$ cat src/rtl/fft_seq_ctrl.sv
// rtl/fft_seq_ctrl.sv - radix-2 DIT FFT sequencer: bit-reversed load, staged butterfly issue, natural-order unload
// Optional feature macro: FFT_SEQ_INVERSE_EN (adds i_inverse / o_tw_conj)
module fft_seq_ctrl #(
    parameter int LOG2N    = 3,
    parameter int BFLY_LAT = 2
) (
    input  logic               i_clk,
    input  logic               i_sclr,
    input  logic               i_start,
    input  logic               i_in_valid,
`ifdef FFT_SEQ_INVERSE_EN
    input  logic               i_inverse,
    output logic               o_tw_conj,
`endif
    output logic               o_in_ready,
    output logic               o_ld_we,
    output logic [LOG2N-1:0]   o_ld_addr,
    output logic               o_bf_valid,
    output logic [LOG2N-1:0]   o_bf_addr_a,
    output logic [LOG2N-1:0]   o_bf_addr_b,
    output logic [LOG2N-2:0]   o_tw_idx,
    output logic [3:0]         o_stage,
    output logic               o_out_valid,
    input  logic               i_out_ready,
    output logic [LOG2N-1:0]   o_out_addr,
    output logic               o_busy,
    output logic               o_done
);
    localparam int KW = LOG2N - 1;
    localparam logic [LOG2N-1:0] CNT_LAST = LOG2N'((1 << LOG2N) - 1);
    localparam logic [KW-1:0]    K_LAST   = KW'((1 << KW) - 1);
    localparam logic [3:0]       S_LAST   = 4'(LOG2N - 1);
    localparam logic [3:0]       D_LAST   = 4'(BFLY_LAT - 1);

    typedef enum logic [2:0] {
        S_IDLE, S_LOAD, S_COMPUTE, S_DRAIN, S_UNLOAD, S_DONE
    } state_t;

    state_t           r_state, w_state_nxt;
    logic [LOG2N-1:0] r_cnt, w_cnt_nxt;
    logic [KW-1:0]    r_k, w_k_nxt;
    logic [3:0]       r_s, w_s_nxt;
    logic [3:0]       r_d, w_d_nxt;

    always_ff @(posedge i_clk) begin
        if (i_sclr) begin
            r_state <= S_IDLE;
            r_cnt   <= '0;
            r_k     <= '0;
            r_s     <= '0;
            r_d     <= '0;
        end else begin
            r_state <= w_state_nxt;
            r_cnt   <= w_cnt_nxt;
            r_k     <= w_k_nxt;
            r_s     <= w_s_nxt;
            r_d     <= w_d_nxt;
        end
    end

    always_comb begin
        w_state_nxt = r_state;
        w_cnt_nxt   = r_cnt;
        w_k_nxt     = r_k;
        w_s_nxt     = r_s;
        w_d_nxt     = r_d;
        case (r_state)
            S_IDLE: if (i_start) begin
                w_state_nxt = S_LOAD;
                w_cnt_nxt   = '0;
            end
            S_LOAD: if (i_in_valid) begin
                if (r_cnt == CNT_LAST) begin
                    w_state_nxt = S_COMPUTE;
                    w_cnt_nxt   = '0;
                    w_s_nxt     = '0;
                    w_k_nxt     = '0;
                end else begin
                    w_cnt_nxt = r_cnt + 1'b1;
                end
            end
            S_COMPUTE: begin
                if (r_k == K_LAST) begin
                    w_state_nxt = S_DRAIN;
                    w_k_nxt     = '0;
                    w_d_nxt     = '0;
                end else begin
                    w_k_nxt = r_k + 1'b1;
                end
            end
            // Bubble cycles let the last write-back of a stage land before the next stage reads it.
            S_DRAIN: begin
                if (r_d == D_LAST) begin
                    w_d_nxt = '0;
                    if (r_s == S_LAST) begin
                        w_state_nxt = S_UNLOAD;
                        w_cnt_nxt   = '0;
                    end else begin
                        w_state_nxt = S_COMPUTE;
                        w_s_nxt     = r_s + 1'b1;
                        w_k_nxt     = '0;
                    end
                end else begin
                    w_d_nxt = r_d + 1'b1;
                end
            end
            S_UNLOAD: if (i_out_ready) begin
                if (r_cnt == CNT_LAST) begin
                    w_state_nxt = S_DONE;
                    w_cnt_nxt   = '0;
                end else begin
                    w_cnt_nxt = r_cnt + 1'b1;
                end
            end
            S_DONE:  w_state_nxt = S_IDLE;
            default: w_state_nxt = S_IDLE;
        endcase
    end

    logic [LOG2N-1:0] w_kx, w_span, w_mask, w_pos, w_addr_a, w_tw_full, w_bitrev;
    logic             w_in_ready, w_compute, w_stage_on;

    always_comb begin
        w_bitrev = '0;
        for (int i = 0; i < LOG2N; i++) begin
            w_bitrev[i] = r_cnt[LOG2N-1-i];
        end
    end

    // Butterfly k of stage s: span-aligned group base doubled, plus offset inside the group.
    assign w_kx      = {1'b0, r_k};
    assign w_span    = LOG2N'(1) << r_s;
    assign w_mask    = w_span - 1'b1;
    assign w_pos     = w_kx & w_mask;
    assign w_addr_a  = ((w_kx & ~w_mask) << 1) | w_pos;
    assign w_tw_full = w_pos << (S_LAST - r_s);

    assign w_in_ready  = (r_state == S_LOAD);
    assign w_compute   = (r_state == S_COMPUTE);
    assign w_stage_on  = w_compute || (r_state == S_DRAIN);

    assign o_in_ready  = w_in_ready;
    assign o_ld_we     = i_in_valid & w_in_ready;
    assign o_ld_addr   = w_in_ready ? w_bitrev : '0;
    assign o_bf_valid  = w_compute;
    assign o_bf_addr_a = w_compute ? w_addr_a : '0;
    assign o_bf_addr_b = w_compute ? (w_addr_a | w_span) : '0;
    assign o_tw_idx    = w_compute ? w_tw_full[KW-1:0] : '0;
    assign o_stage     = w_stage_on ? r_s : '0;
    assign o_out_valid = (r_state == S_UNLOAD);
    assign o_out_addr  = (r_state == S_UNLOAD) ? r_cnt : '0;
    assign o_busy      = (r_state != S_IDLE);
    assign o_done      = (r_state == S_DONE);

`ifdef FFT_SEQ_INVERSE_EN
    logic r_inv;
    always_ff @(posedge i_clk) begin
        if (i_sclr) begin
            r_inv <= 1'b0;
        end else if (r_state == S_IDLE && i_start) begin
            r_inv <= i_inverse;
        end
    end
    assign o_tw_conj = r_inv & w_stage_on;
`endif
endmodule

$ cat config.mk
export PLATFORM = sky130hd
export DESIGN_NAME = fft_seq_ctrl
export DESIGN_NICKNAME = d
export VERILOG_FILES = /design/src/rtl/fft_seq_ctrl.sv
export SDC_FILE = /design/constraint.sdc
export NUM_CORES = 1
export LEC_CHECK = 0
export ABC_AREA = 1
export BUFFER_PORTS_ARGS = -buffer_cell sky130_fd_sc_hd__buf_2
export CAP_MARGIN = 5
export CORE_MARGIN = 2
export CORE_UTILIZATION = 45
export CTS_BUF_LIST = sky130_fd_sc_hd__clkbuf_16
export DETAILED_ROUTE_END_ITERATION = 10
export PLACE_DENSITY_LB_ADDON = 0.1
export SETUP_SLACK_MARGIN = 0.3
export SYNTH_ARGS = -nofsm -noshare
export SYNTH_HDL_FRONTEND = slang
export SYNTH_SLANG_ARGS = --single-unit
$ cat constraint.sdc
create_clock -name i_clk -period 1.6 [get_ports i_clk]
set_clock_uncertainty 0.15 [all_clocks]
set_input_delay 0.08 -clock i_clk [delete_from_list [all_inputs] [get_ports i_clk]]
set_output_delay 0.08 -clock i_clk [all_outputs]
set_load 0.01 [all_outputs]
==> metrics.txt, run 1 <==
initial antenna violation count 0; Die X 57.4 um; most frequent cells in the layout nand2_1 (38), buf_6 (26), buf_4 (26), nor2_1 (25), buf_2 (22); Clk network pwr share 0.116; CP top delay family flip-flops; period utilisation layout 1.09; Final nets 301; vias in the first global route 1,489; cell area after synthesis 1280 um^2; Relative slew margins 0.692; Seq/Total Area, Yosys 0.249; Core Rows 19; Power Total 4390 uW; final cell count without fillers 319; Cell Int Power 2250 uW; crit path max fanout 4; placed cells 277; async set or reset register ratio after synthesis 0; Synth area leaders dfxtp_1 (25%), nand2_1 (17%), nor2_1 (11%); worst-skew pair later-pin latency 250 ps; Buffers & Inverters on Critical Path 1; part of the power in registers 0.167; drt drc 0; Hold Slack 173 ps; slowest CP cell dfxtp_4; CP required 1370 ps; RSZ-0062 raised after global routing yes; violations in the final reports setup timing; share of cells above drive strength 1 0.608; most common cell after layout, fill and taps aside nand2_1; initial core utilization 0.470; GP Congestion 0.902; via count 1,857; syn nets 223; diodes inserted 0; leakage 0.00116 uW; DIE AREA 3300 um^2; Slew Viols, Final 0; Critical Path Start Type flop; clock sink total 16; Yosys top cell by area dfxtp_1; Avg Cell Area, Syn 6.09 um^2; DR iter-0 viols 96; drt total wl 5.74 mm; Tmin final 1740 ps; Longest Clk Path Bufs 2; Post-synth top flop dfxtp_1; port buffer count 28; setup violators final 18; synthesized instance count 211; Comb pwr share 0.717; R2R setup slack -100 ps; max cap viols 0; CTS Buf Count 3; Cell Chain, Critical Path ha_4 > xor2_2 > nand3b_1 > a211oi_2 > buf_2; Max Fclk 575 MHz; largest net degree at the start of global routing 12; Sw Ratio 0.488; wire per inst 18.0 um; Via density 5.82; Worst-path clk slew 50 ps; top-area cell type share of the netlist area 0.249; Crit. End Element primary output; critical path's largest stage delay 370 ps; Distinct cells, synth 26; iteration count of the initial detailed-routing pass 4; register area 350 um^2; Post-synth EDFFs 0; DPL Wire Length 2.50 mm; Setup CP Type reg2out; core area 2730 um^2; Psw 2140 uW; Die H 57.4 um; crit path DAT 1510 ps; Max H-tree Level 1; HP Class in2reg; Tightest Pin Transition 461 ps; setup TNS -1090 ps; CTS tree built; Peak VDD IR 1.82 mV; Fin. Hold Viols 0; Overall Global Routing Usage 0.261; synthesized flop and latch total 16; Ports 29; status finished, violations left; clock root cell clkbuf_16; Antenna Violating Nets Remaining 0; PD cells 1800 nW/um^2; area of the multi-input gates 1230 um^2; layout overhead on the synthesized area 90.3%; Syn. warnings 0; worst setup margin -139 ps; GRT Residual Overflow 0; first-pass GRT wire length 6.81 mm; filler instances 111
-- metrics by stage --
step           area (um^2)  worst slack [ps]  utilization
6_report              2440              -139        0.894
5_1_grt               2440              -184        0.894
2_1_floorplan         1430               193            -
3_3_place_gp          1650              54.6        0.602
4_1_cts               2140              -168        0.782
3_5_place_dp          1650              38.6        0.602
-- synth_stat cells (3+ instances only) --
| master | instances |
|---|---|
| a21oi_1 | 13 |
| dfxtp_1 | 16 |
| ha_1 | 7 |
| inv_1 | 27 |
| nand2_1 | 57 |
| nand3_1 | 17 |
| nor2_1 | 36 |
| nor2_2 | 4 |
| nor2_4 | 3 |
| nor3_1 | 3 |
| o21ai_0 | 6 |
-- worst min-delay path, stage by stage --
cell,delay (ps)
buf_2,100
nor2_1,70
nor2_4,140
a21oi_2,70
nor2_1,80
-- logic make-up (layout without fill, tap and decap cells) --
family | count (synthesis) | after routing | share of synthesized area
AND/OR/NAND/NOR | 130 | 130 | 0.454
buffers and inverters | 32 | 109 | 0.106
flip-flops | 16 | 16 | 0.249
AO/OA/AOI/OAI | 24 | 24 | 0.109
adder cells (fa/ha/maj) | 7 | 7 | 0.0682
XOR/XNOR | 2 | 2 | 0.0136
-- worst paths after layout --
| path | from | endpoint | cells past startpoint |
|---|---|---|---|
| max | r_s[0] | o_tw_idx[1] | 5 |
| min | i_start | r_state[2] | 5 |
| max reg2reg | r_state[0] | r_cnt[2] | 9 |
| min reg2reg | r_d[1] | r_d[1] | 2 |
-- sequential cells by signal, summed over array words and instances (netlist names) --
register / cells
r_cnt: 3
r_d: 4
r_k: 2
r_s: 4
r_state: 3
-- layer usage --
| layer | part of all wire | global-route usage | wire length, um | vias to the layer above |
|---|---|---|---|---|
| met5 | 0 | 0 | 0 | - |
| met4 | 0.049 | 0.0930 | 282 | 0 |
| met3 | 0.060 | 0.0204 | 344 | 33 |
| met2 | 0.51 | 0.459 | 2920 | 122 |
| met1 | 0.38 | 0.332 | 2190 | 875 |
| li1 | - | - | - | 827 |
-- what timing repair did --
action | in CTS | in global routing
hold buffers | 1 | 0
pin swaps | 22 | 31
setup buffers | 24 | 13
hold endpoints to repair | 5 | 0
gates resized for setup | 68 | 54
cloned | 0 | 0
endpoints found under the setup margin | 39 | 40
-- final cells by class --
class                   count  area share
well taps                  31      0.0159
flip-flops and latches     16       0.143
inverters                  29      0.0507
multi-input cells         163       0.503
repair buffers             76       0.255
clock buffers               3      0.0307
clock inverters             1     0.00154
-- power by group through the flow --
stage,Combinational (uW),Sequential [uW],Clock (uW)
4_1_cts,2410,708,502
3_3_place_gp,1690,718,0
3_5_place_dp,1700,718,0
2_1_floorplan,1310,674,0
6_report,3150,732,511
5_1_grt,3330,741,520
Power figures use the tool's default switching activity.
==> run 2, diff against run 1 <==
--- a/config.mk
+++ b/config.mk
@@ -12,6 +12,7 @@
 export CORE_UTILIZATION = 45
 export CTS_BUF_LIST = sky130_fd_sc_hd__clkbuf_16
 export DETAILED_ROUTE_END_ITERATION = 10
+export GPL_TIMING_DRIVEN = 0
 export PLACE_DENSITY_LB_ADDON = 0.1
 export SETUP_SLACK_MARGIN = 0.3
 export SYNTH_ARGS = -nofsm -noshare
==> metrics.txt, run 2 (synthesis results as in run 1) <==
status finished, violations left; violations in the final reports setup timing; share of cells above drive strength 1 0.594 (-0.0133); vias in the first global route 1,659 (+11%); Via density 5.63 (-3.3%); first-pass GRT wire length 7.36 mm (+8.0%); Buffers & Inverters on Critical Path 2 (+1); Relative slew margins 0.830 (+0.137); max cap viols 0 (unchanged); iteration count of the initial detailed-routing pass 4 (unchanged); most common cell after layout, fill and taps aside nand2_1; Longest Clk Path Bufs 2 (unchanged); diodes inserted 0 (unchanged); core area 2730 um^2 (unchanged); Hold Slack 158 ps (-15.4 ps); CP Depth 6 (+1); drt drc 0 (unchanged); Setup CP Type reg2out; Tmin final 1830 ps (+86.9 ps); Peak VDD IR 1.75 mV (-3.7%); Core Rows 19 (unchanged); Top Registers r_d x4, r_s x4; worst setup margin -226 ps (-86.9 ps); leakage 0.00112 uW (-3.5%); DR iter-0 viols 77 (-20%); period utilisation layout 1.14 (+0.0543); Overall Global Routing Usage 0.283 (+0.0219); layout overhead on the synthesized area 86.3%; HP Class in2reg; via count 1,756 (-5.4%); DPL Wire Length 2.41 mm (-3.9%); DIE AREA 3300 um^2 (unchanged); drt total wl 5.10 mm (-11%); largest net degree at the start of global routing 11 (-1); port buffer count 28 (unchanged); Worst-path clk slew 50 ps (about the same); slowest CP cell dfxtp_4; CTS Buf Count 3 (unchanged); Power Total 4430 uW (+0.97%); most frequent cells in the layout nand2_1 (38), nor2_1 (27), buf_6 (24), buf_2 (21), buf_4 (19); RSZ-0062 raised after global routing yes; hold depth 5 (unchanged); Final nets 294 (-2.3%); wire per inst 16.3 um (-9.1%); Cell Chain, Critical Path ha_4 > xor2_2 > nand3b_1 > buf_4 > a211oi_2 > buf_2; CP top delay family flip-flops; PD cells 1850 nW/um^2 (+3.1%); Crit. End Element primary output; initial core utilization 0.470 (unchanged); initial antenna violation count 0 (unchanged); GP Congestion 0.768 (-15%); Slew Viols, Final 0 (unchanged); CTS tree built; Max H-tree Level 1 (unchanged); clock sink total 16 (unchanged); setup violators final 16 (-2); CP required 1370 ps (about the same); Max Fclk 548 MHz (-4.8%); critical path's largest stage delay 360 ps (about the same); Tightest Pin Transition 255 ps (-206 ps); GRT Residual Overflow 0 (unchanged); worst-skew pair later-pin latency 250 ps (about the same); Antenna Violating Nets Remaining 0 (unchanged); Die H 57.4 um (unchanged); crit path max fanout 2 (-2); Ports 29 (unchanged); crit path DAT 1600 ps (+90 ps); Worst Reg-to-Reg Cells 10 (+1); Critical Path Start Type flop; clock root cell clkbuf_16; Fin. Hold Viols 0 (unchanged); Die X 57.4 um (unchanged)
-- run 2: cell count changes in the layout (fill, tap and decap cells not counted), sizes merged --
| cell | delta |
|---|---|
| inv | +1 |
| buf | -7 |
| clkinv | -1 |
-- run 2: metal layers --
layer / global-route usage / vias up / share of wire
li1: - / 807 / -
met1: 0.312 / 824 / 0.36
met2: 0.526 / 90 / 0.54
met3: 0.0408 / 35 / 0.052
met4: 0.130 / 0 / 0.049
met5: 0 / - / 0
-- run 2: final cells by class --
class,count,area (um^2)
Tap cell,31,38.8
Sequential cell,16,344
Clock inverter,1,3.75
Timing Repair Buffer,66,569
Multi-Input combinational cell,163,1190
Inverter,29,136
Buffer,3,33.8
Fill cell,141,340
Clock buffer,3,75.1
-- run 2: timing repair --
| action | CTS | global route |
|---|---|---|
| setup endpoints to repair | 37 | 39 |
| hold buffers | 1 | 0 |
| pin swaps | 40 | 23 |
| hold endpoints to repair | 5 | 0 |
| buffers inserted | 33 | 4 |
| resized for setup | 81 | 30 |
-- run 2: final timing paths --
path | from | end | slack (ps)
setup reg to reg | r_s[0] | r_s[3] | -130
hold / removal | i_start | r_cnt[1] | 160
setup / recovery | r_s[0] | o_tw_idx[1] | -230
hold reg to reg | r_d[3] | r_d[3] | 340
-- run 2: worst min-delay path, cell delays in order --
cell and delay (ps):
buf_2 100, o21ai_2 60, inv_2 130, a21oi_2 70
nor2_1 80
-- run 2: power by group --
part           switching, uW  internal [uW]  leakage [uW]  total (uW)
Clock                    174            333     0.0000385         507
Combinational           1740           1460      0.000945        3190
Sequential               188            545      0.000136         734
-- run 2: metrics by stage --
step                cell area, um^2  cells  utilization  TNS (ps)  setup WS [ps]
detailed placement             1610    270        0.587         0           29.8
global route                   2390    312        0.876     -2350           -259
CTS                            2250    308        0.825      -419           -199
global placement               1610    270        0.587         0           26.8
finish                         2390    312        0.876     -1340           -226
floorplan                      1430    211            -         0            193
==> run 3, diff against run 2 <==
--- a/config.mk
+++ b/config.mk
@@ -15,6 +15,8 @@
 export GPL_TIMING_DRIVEN = 0
 export PLACE_DENSITY_LB_ADDON = 0.1
 export SETUP_SLACK_MARGIN = 0.3
+export SKIP_LAST_GASP = 1
 export SYNTH_ARGS = -nofsm -noshare
 export SYNTH_HDL_FRONTEND = slang
 export SYNTH_SLANG_ARGS = --single-unit
+export TNS_END_PERCENT = 100
==> metrics.txt, run 3 (synthesis results as in run 1) <==
clock root cell clkbuf_16; most frequent cells in the layout nand2_1 (39), nor2_1 (28), buf_6 (25), buf_2 (22), buf_4 (20); RSZ-0062 raised after global routing yes; Relative slew margins 0.713 (-0.117); Die X 57.4 um (unchanged); Longest Clk Path Bufs 2 (unchanged); CP dominant cell by count buf_4; period utilisation layout 1.17 (+0.0240); CP required 1610 ps (+240 ps); first-pass GRT wire length 7.49 mm (+1.9%); critical path's largest stage delay 360 ps (about the same); clock sink total 16 (unchanged); Top Registers r_d x4, r_s x4; Tmin final 1860 ps (+38.4 ps); DIE AREA 3300 um^2 (unchanged); layout overhead on the synthesized area 87.9%; port buffer count 28 (unchanged); diodes inserted 0 (unchanged); most common cell after layout, fill and taps aside nand2_1; initial core utilization 0.470 (unchanged); Buffers & Inverters on Critical Path 3 (+1); worst-skew pair later-pin latency 250 ps (about the same); Final nets 297 (+1.0%); Cell Chain, Critical Path buf_6 > buf_4 > buf_4 > nand3_1 > nor2_1 > nor3_1 > nand3_2 > a21oi_1; DPL Wire Length 2.41 mm (unchanged); Final Util 0.883 (+0.00778); RR Startpoint r_s[0]; setup violators final 19 (+3); drt total wl 5.66 mm (+11%); placed inst area 1610 um^2 (unchanged); Slew Viols, Final 0 (unchanged); Peak VDD IR 2.00 mV (+14%); Hold Path End r_cnt[0]; slowest CP cell dfxtp_4; Antenna Violating Nets Remaining 0 (unchanged); max cap viols 0 (unchanged); leakage 0.00114 uW (+1.7%); Crit. End Element flop; iteration count of the initial detailed-routing pass 4 (unchanged); HP Class in2reg; Max Fclk 536 MHz (-2.1%); CTS Buf Count 3 (unchanged); final instance area 2410 um^2 (+0.89%); Ports 29 (unchanged); CTS tree built; Via density 5.75 (+2.1%); initial antenna violation count 0 (unchanged); status finished, violations left; Overall Global Routing Usage 0.290 (+0.00668); largest net degree at the start of global routing 11 (unchanged); Hold Startpoint i_start; via count 1,810 (+3.1%); area of the multi-input gates 1190 um^2 (-0.31%); PD cells 1870 nW/um^2 (+0.80%); CP top delay family simple AND/OR/NAND/NOR gates; DR iter-0 viols 107 (+39%); share of cells above drive strength 1 0.585 (-0.00980); GRT Residual Overflow 0 (unchanged); R2R setup slack -260 ps (-130 ps); Setup CP Type reg2reg; hold depth 5 (unchanged); r2r endpoint r_s[3]; drt drc 0 (unchanged); core area 2730 um^2 (unchanged); Core Rows 19 (unchanged); Critical Path Start Type flop; wire per inst 18.0 um (+9.9%); Worst-path clk slew 50 ps (about the same); Fin. Hold Viols 0 (unchanged); GP Congestion 0.768 (unchanged); Max H-tree Level 1 (unchanged); Worst Setup SP r_s[0]; Die H 57.4 um (unchanged); crit path DAT 1880 ps (+280 ps); crit path max fanout 4 (+2); Worst Reg-to-Reg Cells 8 (-2); register area 343 um^2 (-0.36%); filler instances 133 (-5.7%); vias in the first global route 1,648 (-0.66%); worst setup margin -265 ps (-38.4 ps); violations in the final reports setup timing; dpl ws 29.8 ps (unchanged); Tightest Pin Transition 429 ps (+174 ps)
==> run 3: cell types whose count changed in the layout (fill, tap and decap cells not counted), sizes merged <==
| cell | change |
|---|---|
| buf | +3 |
==> run 3: final cells by class <==
type / instances / area share
plain buffers: 3 / 0.0140
multi-input cells: 163 / 0.492
flip-flops and latches: 16 / 0.142
clock buffers: 3 / 0.0311
inverters: 29 / 0.0575
well taps: 31 / 0.0161
repair buffers: 69 / 0.246
clock inverters: 1 / 0.00155
==> run 3: report_power, final <==
part	internal, uW	switching, uW
sequential	543	183
combinational	1480	1800
clock	333	174
total	2350	2160
==> run 3: tightest hold or removal path: cells and delay by family <==
family | cells | cell delay (ps)
compound gates | 2 | 130
buf+inv | 2 | 230
simple gates | 1 | 80
==> run 3: per-stage QoR <==
step	cells	setup TNS, ps	hold WS [ps]	total power, uW
after floorplan	211	0	-5.82	1990
after global placement	270	0	175	2320
after detailed placement	270	0	173	2340
after CTS	308	-463	160	3900
after global routing	315	-3500	198	4730
final	315	-2490	155	4510
==> run 3: how the worst max path moves through the flow <==
stage	to	slack, ps	depth (start not counted)
after floorplan	r_k[1]	190	10
after global placement	o_bf_addr_b[1]	30	8
after detailed placement	o_tw_idx[0]	30	7
after CTS	o_tw_idx[1]	-200	6
after global routing	r_s[2]	-290	9
final	r_s[3]	-260	8
==> run 3: routing by layer <==
| metal | share of wire | up-vias | track usage | wire length (um) |
|---|---|---|---|---|
| li1 | - | 818 | - | - |
| met1 | 0.36 | 839 | 0.327 | 2050 |
| met2 | 0.51 | 112 | 0.547 | 2900 |
| met3 | 0.065 | 41 | 0.0431 | 369 |
| met4 | 0.060 | 0 | 0.0963 | 340 |
| met5 | 0 | - | 0 | 0 |
==> run 3: timing repair <==
item                                    4_1_cts  5_1_grt
pin swaps                                    30       30
hold buffers                                  1        0
hold endpoints to repair                      5        0
setup buffers                                33        7
gates resized for setup                      73       37
gates cloned                                  0        0
endpoints found under the setup margin       37       39
